**config.mk**
```make
export PLATFORM = sky130hd
export DESIGN_NAME = ram2_req_sequencer_flat
export DESIGN_NICKNAME = d
export VERILOG_FILES = /design/src/rtl/ram2_seq_pkg.sv /design/src/rtl/ram2_req_sequencer_if.sv /design/src/rtl/ram2_rsp_fifo.sv /design/src/rtl/ram2_req_sequencer.sv /design/src/flat_wrapper.sv
export SDC_FILE = /design/constraint.sdc
export NUM_CORES = 1
export LEC_CHECK = 0
export CAP_MARGIN = 20
export CORE_ASPECT_RATIO = 1.25
export CORE_UTILIZATION = 40
export CTS_CLUSTER_SIZE = 28
export DETAILED_ROUTE_END_ITERATION = 6
export PLACE_DENSITY = 0.72
export SLEW_MARGIN = 20
export SYNTH_ARGS = -nofsm -noshare
export SYNTH_HDL_FRONTEND = slang
export SYNTH_SLANG_ARGS = --single-unit
```
**constraint.sdc**
```tcl
create_clock -name clk -period 8.8 [get_ports clk]
set_clock_uncertainty 0.1 [all_clocks]
set_input_delay 2.2 -clock clk [delete_from_list [all_inputs] [get_ports clk]]
set_output_delay 2.2 -clock clk [all_outputs]
set_load 0.01 [all_outputs]
```
**src/rtl/ram2_seq_pkg.sv**
```systemverilog
// rtl/ram2_seq_pkg.sv - shared types and constants for the ram2 request sequencer
package ram2_seq_pkg;

    typedef enum logic [0:0] {
        INIT = 1'b0,
        RUN  = 1'b1
    } state_e;

    localparam int RSP_DEPTH = 3;
    localparam int DEF_SIZE  = 5;
    localparam int DEF_DW    = 64;

    typedef struct packed {
        logic                we;
        logic [DEF_SIZE-1:0] adr;
        logic [DEF_DW-1:0]   dat;
    } req_t;

    // Circular pointer over RSP_DEPTH entries; 2-bit pointer wraps 2 -> 0.
    function automatic logic [1:0] ptr_inc(input logic [1:0] p);
        return (p == 2'(RSP_DEPTH - 1)) ? 2'd0 : p + 2'd1;
    endfunction

endpackage

```
**src/rtl/ram2_req_sequencer_if.sv**
```systemverilog
// rtl/ram2_req_sequencer_if.sv - request and response streams of the ram2 sequencer
interface ram2_req_sequencer_if #(
    parameter int SIZE = 5,
    parameter int DW   = 64
);
    logic            req_valid;
    logic            req_ready;
    logic            req_we;
    logic [SIZE-1:0] req_adr;
    logic [DW-1:0]   req_dat;
    logic            rsp_valid;
    logic            rsp_ready;
    logic [DW-1:0]   rsp_dat;

    modport master (
        output req_valid, req_we, req_adr, req_dat, rsp_ready,
        input  req_ready, rsp_valid, rsp_dat
    );

    modport slave (
        input  req_valid, req_we, req_adr, req_dat, rsp_ready,
        output req_ready, rsp_valid, rsp_dat
    );
endinterface

```
**src/rtl/ram2_rsp_fifo.sv**
```systemverilog
// rtl/ram2_rsp_fifo.sv - 3-entry response buffer holding RAM read data in order
module ram2_rsp_fifo
    import ram2_seq_pkg::*;
#(
    parameter int DW = 64
) (
    input  logic          clk,
    input  logic          rst_n,
    input  logic          push,
    input  logic [DW-1:0] push_dat,
    input  logic          pop,
    output logic [DW-1:0] rd_dat,
    output logic [1:0]    occ
);

    logic [DW-1:0] mem_q [RSP_DEPTH];
    logic [DW-1:0] mem_d [RSP_DEPTH];
    logic [1:0]    wr_ptr_q, wr_ptr_d;
    logic [1:0]    rd_ptr_q, rd_ptr_d;
    logic [1:0]    occ_q, occ_d;

    always_comb begin
        mem_d    = mem_q;
        wr_ptr_d = wr_ptr_q;
        rd_ptr_d = rd_ptr_q;
        if (push) begin
            mem_d[wr_ptr_q] = push_dat;
            wr_ptr_d        = ptr_inc(wr_ptr_q);
        end
        if (pop) begin
            rd_ptr_d = ptr_inc(rd_ptr_q);
        end
        occ_d = occ_q + 2'(push) - 2'(pop);
    end

    always_ff @(posedge clk or negedge rst_n) begin
        if (!rst_n) begin
            wr_ptr_q <= 2'd0;
            rd_ptr_q <= 2'd0;
            occ_q    <= 2'd0;
        end else begin
            wr_ptr_q <= wr_ptr_d;
            rd_ptr_q <= rd_ptr_d;
            occ_q    <= occ_d;
        end
    end

    // Data storage needs no reset; occupancy alone decides what is visible.
    always_ff @(posedge clk) begin
        mem_q <= mem_d;
    end

    assign rd_dat = mem_q[rd_ptr_q];
    assign occ    = occ_q;

endmodule

```
**src/rtl/ram2_req_sequencer.sv**
```systemverilog
// rtl/ram2_req_sequencer.sv - zero-fills ram2 after reset, then sequences read/write requests
module ram2_req_sequencer
    import ram2_seq_pkg::*;
#(
    parameter int SIZE = DEF_SIZE,
    parameter int DW   = DEF_DW
) (
    input  logic                  clk,
    input  logic                  rst_n,
    ram2_req_sequencer_if.slave   bus,
    output logic                  init_done,
    output logic                  ram_sel,
    output logic                  ram_we,
    output logic [SIZE-1:0]       ram_adr,
    output logic [DW-1:0]         ram_dat_i,
    input  logic [DW-1:0]         ram_dat_o
);

    typedef struct packed {
        logic            we;
        logic [SIZE-1:0] adr;
        logic [DW-1:0]   dat;
    } req_s;

    state_e          state_q, state_d;
    logic [SIZE-1:0] init_cnt_q, init_cnt_d;
    logic            inflight_q, inflight_d;
    logic            req_ready_q, req_ready_d;

    req_s            req;
    logic            accept;
    logic            pop;
    logic            sel_int;
    logic            we_int;
    logic [1:0]      occ;
    logic [2:0]      occ_nxt;

    always_comb begin
        req.we      = bus.req_we;
        req.adr     = bus.req_adr;
        req.dat     = bus.req_dat;
        accept      = (state_q == RUN) && bus.req_valid && req_ready_q;
        pop         = bus.rsp_valid && bus.rsp_ready;
        state_d     = state_q;
        init_cnt_d  = init_cnt_q;
        inflight_d  = accept && !req.we;
        sel_int     = 1'b0;
        we_int      = 1'b0;
        ram_adr     = req.adr;
        ram_dat_i   = req.dat;
        occ_nxt     = 3'(occ) + 3'(inflight_q) - 3'(pop);

        case (state_q)
            INIT: begin
                sel_int    = 1'b1;
                we_int     = 1'b1;
                ram_adr    = init_cnt_q;
                ram_dat_i  = '0;
                init_cnt_d = init_cnt_q + SIZE'(1);
                if (&init_cnt_q) begin
                    state_d = RUN;
                end
            end
            RUN: begin
                sel_int = accept;
                we_int  = accept && req.we;
            end
            default: begin
                state_d = INIT;
            end
        endcase

        // Credit: buffered + in-flight reads (as of next cycle) may never exceed the buffer depth.
        req_ready_d = (state_d == RUN) && ((occ_nxt + 3'(inflight_d)) < 3'(RSP_DEPTH));
    end

    always_ff @(posedge clk or negedge rst_n) begin
        if (!rst_n) begin
            state_q     <= INIT;
            init_cnt_q  <= '0;
            inflight_q  <= 1'b0;
            req_ready_q <= 1'b0;
        end else begin
            state_q     <= state_d;
            init_cnt_q  <= init_cnt_d;
            inflight_q  <= inflight_d;
            req_ready_q <= req_ready_d;
        end
    end

    ram2_rsp_fifo #(
        .DW (DW)
    ) u_rsp_fifo (
        .clk      (clk),
        .rst_n    (rst_n),
        .push     (inflight_q),
        .push_dat (ram_dat_o),
        .pop      (pop),
        .rd_dat   (bus.rsp_dat),
        .occ      (occ)
    );

    // Strobes are gated by reset so the RAM is never touched while it is asserted.
    assign ram_sel       = rst_n && sel_int;
    assign ram_we        = rst_n && we_int;
    assign init_done     = (state_q == RUN);
    assign bus.req_ready = req_ready_q;
    assign bus.rsp_valid = (occ != 2'd0);

endmodule

```
**src/flat_wrapper.sv**
```systemverilog
// flat-port wrapper written by rule: the top's interface ports become plain ports
module ram2_req_sequencer_flat import ram2_seq_pkg::*;
#(
    parameter int SIZE = DEF_SIZE,
    parameter int DW   = DEF_DW
)
  (clk, rst_n, init_done, ram_sel, ram_we, ram_adr, ram_dat_i, ram_dat_o, bus_req_valid, bus_req_we, bus_req_adr, bus_req_dat, bus_rsp_ready, bus_req_ready, bus_rsp_valid, bus_rsp_dat);
  ram2_req_sequencer_if #(.SIZE(SIZE), .DW(DW)) bus_i ();
  input  logic clk;
  input  logic rst_n;
  output logic init_done;
  output logic ram_sel;
  output logic ram_we;
  output logic [SIZE-1:0] ram_adr;
  output logic [DW-1:0] ram_dat_i;
  input  logic [DW-1:0] ram_dat_o;
  input wire logic [$bits(bus_i.req_valid)-1:0] bus_req_valid;
  input wire logic [$bits(bus_i.req_we)-1:0] bus_req_we;
  input wire logic [$bits(bus_i.req_adr)-1:0] bus_req_adr;
  input wire logic [$bits(bus_i.req_dat)-1:0] bus_req_dat;
  input wire logic [$bits(bus_i.rsp_ready)-1:0] bus_rsp_ready;
  output wire logic [$bits(bus_i.req_ready)-1:0] bus_req_ready;
  output wire logic [$bits(bus_i.rsp_valid)-1:0] bus_rsp_valid;
  output wire logic [$bits(bus_i.rsp_dat)-1:0] bus_rsp_dat;
  assign bus_i.req_valid = bus_req_valid;
  assign bus_i.req_we = bus_req_we;
  assign bus_i.req_adr = bus_req_adr;
  assign bus_i.req_dat = bus_req_dat;
  assign bus_i.rsp_ready = bus_rsp_ready;
  assign bus_req_ready = bus_i.req_ready;
  assign bus_rsp_valid = bus_i.rsp_valid;
  assign bus_rsp_dat = bus_i.rsp_dat;
  ram2_req_sequencer #(.SIZE(SIZE), .DW(DW)) u_core (.clk(clk), .rst_n(rst_n), .bus(bus_i), .init_done(init_done), .ram_sel(ram_sel), .ram_we(ram_we), .ram_adr(ram_adr), .ram_dat_i(ram_dat_i), .ram_dat_o(ram_dat_o));
endmodule
```
==> results of run 1 <==
-- stage by stage --
| stage | cell area (um^2) | hold WS, ps | instances |
|---|---|---|---|
| after global placement | 11300 | 379 | 1002 |
| final | 11900 | 413 | 1037 |
| after CTS | 11900 | 406 | 1036 |
| after detailed placement | 11300 | 394 | 1002 |
| after global routing | 11900 | 423 | 1036 |
| after floorplan | 8370 | 352 | 480 |
-- where the power goes --
part | switching, mW | total, mW | internal [mW]
sequential | 0.0629 | 1.22 | 1.16
combinational | 0.479 | 1.02 | 0.539
clock | 0.329 | 0.745 | 0.416
-- cell families after synthesis --
logic type | count (synthesis) | share of synthesized area
flops | 206 | 0.730
simple gates | 81 | 0.0598
mux | 74 | 0.0898
compound gates | 68 | 0.0702
buf+inv | 38 | 0.0312
fa+ha+maj | 7 | 0.0123
xor+xnor | 6 | 0.00628
-- flip-flops by register name, indices dropped and copies added (netlist names) --
register / flops
u_core.bus.req_ready: 1
u_core.init_cnt_q: 5
u_core.u_rsp_fifo.wr_ptr_q: 2
u_core.inflight_q: 1
u_core.u_rsp_fifo.mem_q: 192
u_core.u_rsp_fifo.rd_ptr_q: 2
u_core.u_rsp_fifo.occ: 2
u_core.init_done: 1
-- synthesized netlist by cell type --
| cell | instances | area [um^2] |
|---|---|---|
| sky130_fd_sc_hd__nand2_1 | 3 | 11.3 |
| sky130_fd_sc_hd__fa_1 | 2 | 40.0 |
| sky130_fd_sc_hd__buf_2 | 10 | 50.1 |
| sky130_fd_sc_hd__and3_1 | 2 | 12.5 |
| sky130_fd_sc_hd__a21o_1 | 1 | 7.51 |
| sky130_fd_sc_hd__nand3_1 | 1 | 5.00 |
| sky130_fd_sc_hd__nor2b_1 | 2 | 12.5 |
| sky130_fd_sc_hd__nor3b_1 | 2 | 15.0 |
| sky130_fd_sc_hd__a21boi_0 | 2 | 15.0 |
| sky130_fd_sc_hd__clkbuf_1 | 4 | 15.0 |
| sky130_fd_sc_hd__nand4b_1 | 2 | 17.5 |
| sky130_fd_sc_hd__o21ai_1 | 1 | 5.00 |
| sky130_fd_sc_hd__mux2_1 | 7 | 78.8 |
| sky130_fd_sc_hd__o2bb2ai_1 | 64 | 561 |
| sky130_fd_sc_hd__mux2i_1 | 65 | 651 |
| sky130_fd_sc_hd__buf_12 | 4 | 80.1 |
| sky130_fd_sc_hd__xor2_1 | 1 | 8.76 |
| sky130_fd_sc_hd__edfxtp_1 | 192 | 5770 |
| sky130_fd_sc_hd__buf_4 | 11 | 82.6 |
| sky130_fd_sc_hd__xnor2_1 | 5 | 43.8 |
| sky130_fd_sc_hd__nor2_1 | 2 | 7.51 |
| sky130_fd_sc_hd__ha_1 | 5 | 62.6 |
| sky130_fd_sc_hd__or2_1 | 1 | 6.26 |
| sky130_fd_sc_hd__and2_1 | 64 | 400 |
| sky130_fd_sc_hd__buf_1 | 1 | 3.75 |
| sky130_fd_sc_hd__nand2b_1 | 2 | 12.5 |
| sky130_fd_sc_hd__dfrtp_1 | 14 | 350 |
| sky130_fd_sc_hd__inv_1 | 8 | 30.0 |
| sky130_fd_sc_hd__mux2_2 | 2 | 22.5 |
-- path summary, 6_finish.rpt --
check	from	end	slack, ps	cells after the start
worst max-delay path	rst_n	ram_sel	2550	3
min in group asynchronous	rst_n	u_core.u_rsp_fifo.wr_ptr_q[1]	2050	1
worst max register to register	u_core.init_done	u_core.bus.req_ready	6020	8
worst min register to register	u_core.inflight_q	u_core.u_rsp_fifo.wr_ptr_q[1]	410	1
max in group asynchronous	rst_n	u_core.u_rsp_fifo.rd_ptr_q[0]	6040	1
worst min-delay path	u_core.inflight_q	u_core.u_rsp_fifo.wr_ptr_q[1]	410	1
-- cell type report --
type | instances | area (um^2)
Fill cell | 1547 | 8430
Sequential cell | 206 | 6120
Timing Repair Buffer | 282 | 2810
Multi-Input combinational cell | 236 | 2020
Clock buffer | 22 | 508
Tap cell | 270 | 338
Clock inverter | 12 | 67.6
Inverter | 8 | 30.0
Antenna cell | 1 | 2.50
-- layer usage --
| metal | vias to the layer above | wire length, um | share of wire | GRT usage |
|---|---|---|---|---|
| li1 | 2398 | - | - | - |
| met1 | 2440 | 7260 | 0.37 | 0.196 |
| met2 | 212 | 10400 | 0.53 | 0.339 |
| met3 | 29 | 1410 | 0.071 | 0.0451 |
| met4 | 2 | 661 | 0.033 | 0.0576 |
| met5 | - | 13 | 0.00066 | 0 |
==> impl_metrics.csv, run 1 <==
group,metric,value,unit
final_layout,final_common_cell,"sky130_fd_sc_hd__clkdlybuf4s50_1",
power_and_ir_drop,power.density,251,mW/mm^2
global_routing,grt.overflow.total,0,
floorplan,fp.dieArea,0.0215,mm^2
power_and_ir_drop,finalPower,2.98,mW
placed_design,place_congestion,0.944,
final_layout,syn_to_final_growth,42.0,%
setup_path,worst_setup_path_start_kind,"input pin",
sta,finalSetupTns,0,ps
floorplan,placeableCoreArea,0.0203,mm^2
global_routing,combined_global_route_utilization_of_all_metal_layers,0.179,
synthesis,synth.avg_cell_area,17.4,um^2
route,drt_iter0_markers,232,
sta,post-route-worst-setup-slack,2550,ps
setup_path,worst_ep_required_time,6500,ps
run,maxCapViolCount,0,
synthesis,ys_seq_elements,206,
sta,max_slew.worst_pin.slew,992,ps
synthesis,seq_area_frac_synth,0.730,
clocking,post_cts_buffers,0,
clocking,path_clk_slew,60,ps
placed_design,preCtsSetupSlack,2480,ps
sta,period_minus_slack,6250,ps
clocking,cts_made_buffers,20,
synthesis,synth.distinct_cells,29,
floorplan,chipWidth,131,um
setup_path,cpLargestDelayFamily,"buffers and inverters",
setup_path,cp_slowest_cell,"sky130_fd_sc_hd__clkdlybuf4s50_1",
global_routing,grt_max_degree,74,
sta,rsz0062_at_grt,"no",
floorplan,floorplan.initialDensity,0.412,
route,drcViolationCount,0,
sta,max_freq,160,MHz
worst_hold_path,timing.hold.worst.class,"register to register",
floorplan,io_pins,276,
global_routing,first_global_vias,5253,
final_layout,post-route-util,0.585,
synthesis,synthesized_instance_count,480,
route,total_number_of_vias,5081,
floorplan,num_rows,58,
route,via_per_inst,4.90,
sta,timing_max_transition_violations_final,0,
clocking,cts_num_sinks,206,
setup_path,critical_path_start_end_classification,"input pin to output port",
placed_design,dp_hpwl,13100,um
sta,post-route-period-util,0.710,
clocking,clock_tree.buffer_depth,3,
power_and_ir_drop,cellLeakagePower,4.10,nW
setup_path,cp.buffers_inverters,2,
outcome,status,"completed",
final_layout,most-common-layout-cells,"275 x sky130_fd_sc_hd__clkdlybuf4s50_1, 192 x sky130_fd_sc_hd__edfxtp_1, 65 x sky130_fd_sc_hd__mux2i_1",
clocking,ctsRootBufferMaster,"sky130_fd_sc_hd__clkbuf_16",
sta,worst_slew_margin_rel,0.338,
sta,hold_viol,0,
clocking,htreeDepth,1,
route,first_pass_iters,4,
synthesis,mappedNetlistNets,625,
sta,setup_violations,0,
setup_path,crit_path_max_fanout,16,
global_routing,antenna_violations_before_repair,2,
setup_path,end_kind,"output port",
final_layout,final_nets,899,
route,wire_per_inst,19.1,um
setup_path,worstPathArrival,3950,ps
synthesis,ys_warn_count,0,
route,routed_wl,19800,um
final_layout,ratio_of_cells_with_drive_above_1_in_the_final_layout,0.0535,
setup_path,crit_path_max_incr_delay,920,ps
setup_path,cell_chain_of_the_critical_path,"clkdlybuf4s50_1 > a21boi_0 > clkdlybuf4s50_1",
clocking,clk_latency,470,ps
clocking,cts-hold-fix-buffers,0,
placed_design,port-buffer-count,275,
route,post_drt_antenna_nets,0,
power_and_ir_drop,worst_ir_drop_vdd,0.168,mV
floorplan,height_of_the_chip,164,um
clocking,post_cts_resized,0,
setup_path,crit_path_frequent_cell,"sky130_fd_sc_hd__clkdlybuf4s50_1",
global_routing,first_pass_grt_wire_length,29500,um
synthesis,syn_area,0.00837,mm^2
clocking,cts_tree,"built",
No activity file was read; power rests on OpenSTA's default activity.
==> run 2: changes to the inputs <==
--- a/config.mk
+++ b/config.mk
@@ -10,7 +10,7 @@
 export CORE_UTILIZATION = 40
 export CTS_CLUSTER_SIZE = 28
 export DETAILED_ROUTE_END_ITERATION = 6
-export PLACE_DENSITY = 0.72
+export PLACE_DENSITY = 0.75
 export SLEW_MARGIN = 20
 export SYNTH_ARGS = -nofsm -noshare
 export SYNTH_HDL_FRONTEND = slang
==> constraint.sdc (replaced) <==
create_clock -name clk -period 5.5 [get_ports clk]
set_clock_uncertainty 0.1 [all_clocks]
set_input_delay 1.375 -clock clk [delete_from_list [all_inputs] [get_ports clk]]
set_output_delay 1.375 -clock clk [all_outputs]
set_load 0.01 [all_outputs]
==> run 2 against run 1 <==
  * Via count increased by 2.5%
  * Sequential cell count did not move
  * First-iteration DRC count fell by 26%
  * Combinational power rose by 61%
  * Worst setup slack got worse by 1700 ps
  * Clock power increased by 70%
  * Largest power group unchanged
  * Largest cell class unchanged
  * Die area stayed put
  * Register-to-register slack worse by 3400 ps
  * Highest routed layer unchanged
  * Total power increased by 63%
  * Global-route usage rose by 0.20 points
  * Critical endpoint is now bus_rsp_dat[35]
==> impl_metrics.csv, run 2 (synthesis gave the netlist of run 1 again) <==
group,metric,value,unit
clocking,ctsRootBufferMaster,"sky130_fd_sc_hd__clkbuf_16",
route,via_per_inst,5.01,
final_layout,largest_register_ffs,192,
clocking,htreeDepth,1,
route,routed_wl,19700,um
final_layout,syn_to_final_growth,42.8,%
global_routing,first_pass_grt_wire_length,29800,um
route,post_drt_antenna_nets,0,
route,total_number_of_vias,5208,
floorplan,chipWidth,131,um
floorplan,io_pins,276,
route,wire_per_inst,18.9,um
route,first_pass_iters,4,
clocking,cts_tree,"built",
global_routing,first_global_vias,5416,
clocking,post_cts_resized,0,
sta,max_freq,216,MHz
sta,timing_max_transition_violations_final,0,
power_and_ir_drop,finalPower,4.86,mW
sta,setup_violations,0,
clocking,clock_tree.buffer_depth,3,
setup_path,worst_ep_required_time,4030,ps
floorplan,num_rows,58,
global_routing,combined_global_route_utilization_of_all_metal_layers,0.181,
setup_path,end_kind,"output port",
route,highest_routed_layer,"met5",
final_layout,final_common_cell,"sky130_fd_sc_hd__clkdlybuf4s50_1",
clocking,cts_num_sinks,206,
placed_design,port-buffer-count,275,
final_layout,ratio_of_cells_with_drive_above_1_in_the_final_layout,0.0598,
sta,post-route-period-util,0.840,
route,wl_met2,10300,um
placed_design,dp_hpwl,13200,um
final_layout,largest_register,"u_core.u_rsp_fifo.mem_q",
route,met3RoutedLength,1390,um
setup_path,cpLargestDelayFamily,"buffers and inverters",
sta,worst_slew_margin_rel,0.357,
power_and_ir_drop,seq_power_share,0.401,
clocking,cts-hold-fix-buffers,0,
global_routing,grt_max_degree,80,
setup_path,critical_path_start_end_classification,"register to output port",
route,wire_length_on_met1,7400,um
global_routing,grt.overflow.total,0,
sta,max_slew.worst_pin.slew,965,ps
floorplan,placeableCoreArea,0.0203,mm^2
route,drcViolationCount,0,
sta,rsz0062_at_grt,"no",
final_layout,final_nets,900,
setup_path,cp_slowest_cell,"sky130_fd_sc_hd__nor2b_4",
clocking,post_cts_buffers,0,
clocking,path_clk_slew,60,ps
power_and_ir_drop,power.share.switching,0.292,
clocking,clk_latency,480,ps
power_and_ir_drop,p_switching,1.42,mW
outcome,status,"completed",
sta,finalSetupTns,0,ps
floorplan,floorplan.initialDensity,0.412,
setup_path,crit_path_max_fanout,33,
global_routing,antenna_violations_before_repair,4,
sta,period_minus_slack,4620,ps
setup_path,cp.buffers_inverters,2,
sta,hold_viol,0,
clocking,cts_made_buffers,20,
power_and_ir_drop,worst_ir_drop_vdd,0.309,mV
floorplan,fp.dieArea,0.0215,mm^2
route,drt_iter0_markers,171,
power_and_ir_drop,share_clk_of_total_power,0.261,
placed_design,place_congestion,0.867,
power_and_ir_drop,internal_power,3.44,mW
power_and_ir_drop,cellLeakagePower,4.12,nW
run,maxCapViolCount,0,
setup_path,crit_path_max_incr_delay,800,ps
setup_path,worstPathArrival,3150,ps
power_and_ir_drop,power_frac_comb,0.338,
final_layout,top_regs,"u_core.u_rsp_fifo.mem_q: 192 flops, u_core.init_cnt_q: 5 flops",
worst_hold_path,timing.hold.worst.class,"register to register",
floorplan,height_of_the_chip,164,um
final_layout,most-common-layout-cells,"275 x sky130_fd_sc_hd__clkdlybuf4s50_1, 192 x sky130_fd_sc_hd__edfxtp_1, 65 x sky130_fd_sc_hd__mux2i_1",
setup_path,cell_chain_of_the_critical_path,"nor2b_4 > buf_4 > o2bb2ai_1 > clkdlybuf4s50_1",
setup_path,worst_setup_path_start_kind,"register",
power_and_ir_drop,power.density,406,mW/mm^2
run 2: metal layers:
layer  vias to the layer above  global-route usage
met5                         -                   0
met4                         6              0.0645
met3                        36              0.0463
met2                       208               0.334
met1                      2548               0.202
li1                       2410                   -
run 2: final cells by class:
type	instances	area [um^2]
tap	270	338
fill	1555	8360
multi-input combinational	236	2030
antenna	1	2.50
sequential	206	6120
timing repair buffer	283	2810
inverter	8	30.0
clock buffer	23	512
clock inverter	13	108
run 2: stage by stage:
step / hold slack, ps / util / area (um^2) / setup slack (ps) / std cells
floorplan: 352 / - / 8380 / 1770 / 480
global placement: 385 / 0.558 / 11300 / 1170 / 1003
detailed placement: 400 / 0.558 / 11300 / 1160 / 1003
CTS: 413 / 0.588 / 12000 / 827 / 1039
global route: 431 / 0.588 / 12000 / 731 / 1039
finish: 418 / 0.588 / 12000 / 880 / 1040
run 2: path summary, 6_finish.rpt:
kind	from	end	slack (ps)	cells past startpoint
hold / removal	u_core.init_cnt_q[3]	u_core.init_cnt_q[3]	420	1
setup reg to reg	u_core.init_done	u_core.bus.req_ready	2620	7
setup / recovery	u_core.u_rsp_fifo.rd_ptr_q[0]	bus_rsp_dat[35]	880	4
min in group asynchronous	rst_n	u_core.u_rsp_fifo.wr_ptr_q[0]	1110	2
max in group asynchronous	rst_n	u_core.u_rsp_fifo.rd_ptr_q[0]	3990	2
hold reg to reg	u_core.init_cnt_q[3]	u_core.init_cnt_q[3]	420	1
run 2: power groups by stage:
stage | clock network (mW) | logic (mW) | registers (mW)
final | 1.27 | 1.64 | 1.95
after global routing | 1.36 | 1.76 | 1.96
after global placement | 0 | 1.64 | 1.98
after CTS | 1.30 | 1.67 | 1.95
after detailed placement | 0 | 1.66 | 1.98
after floorplan | 0 | 0.923 | 1.92
run 2: worst register-to-register path: cells and delay by family, from the launching register on:
kind / cells / cell delay [ps]
fa+ha+maj: 3 / 1150
flops: 1 / 980
simple gates: 3 / 510
buf+inv: 1 / 80
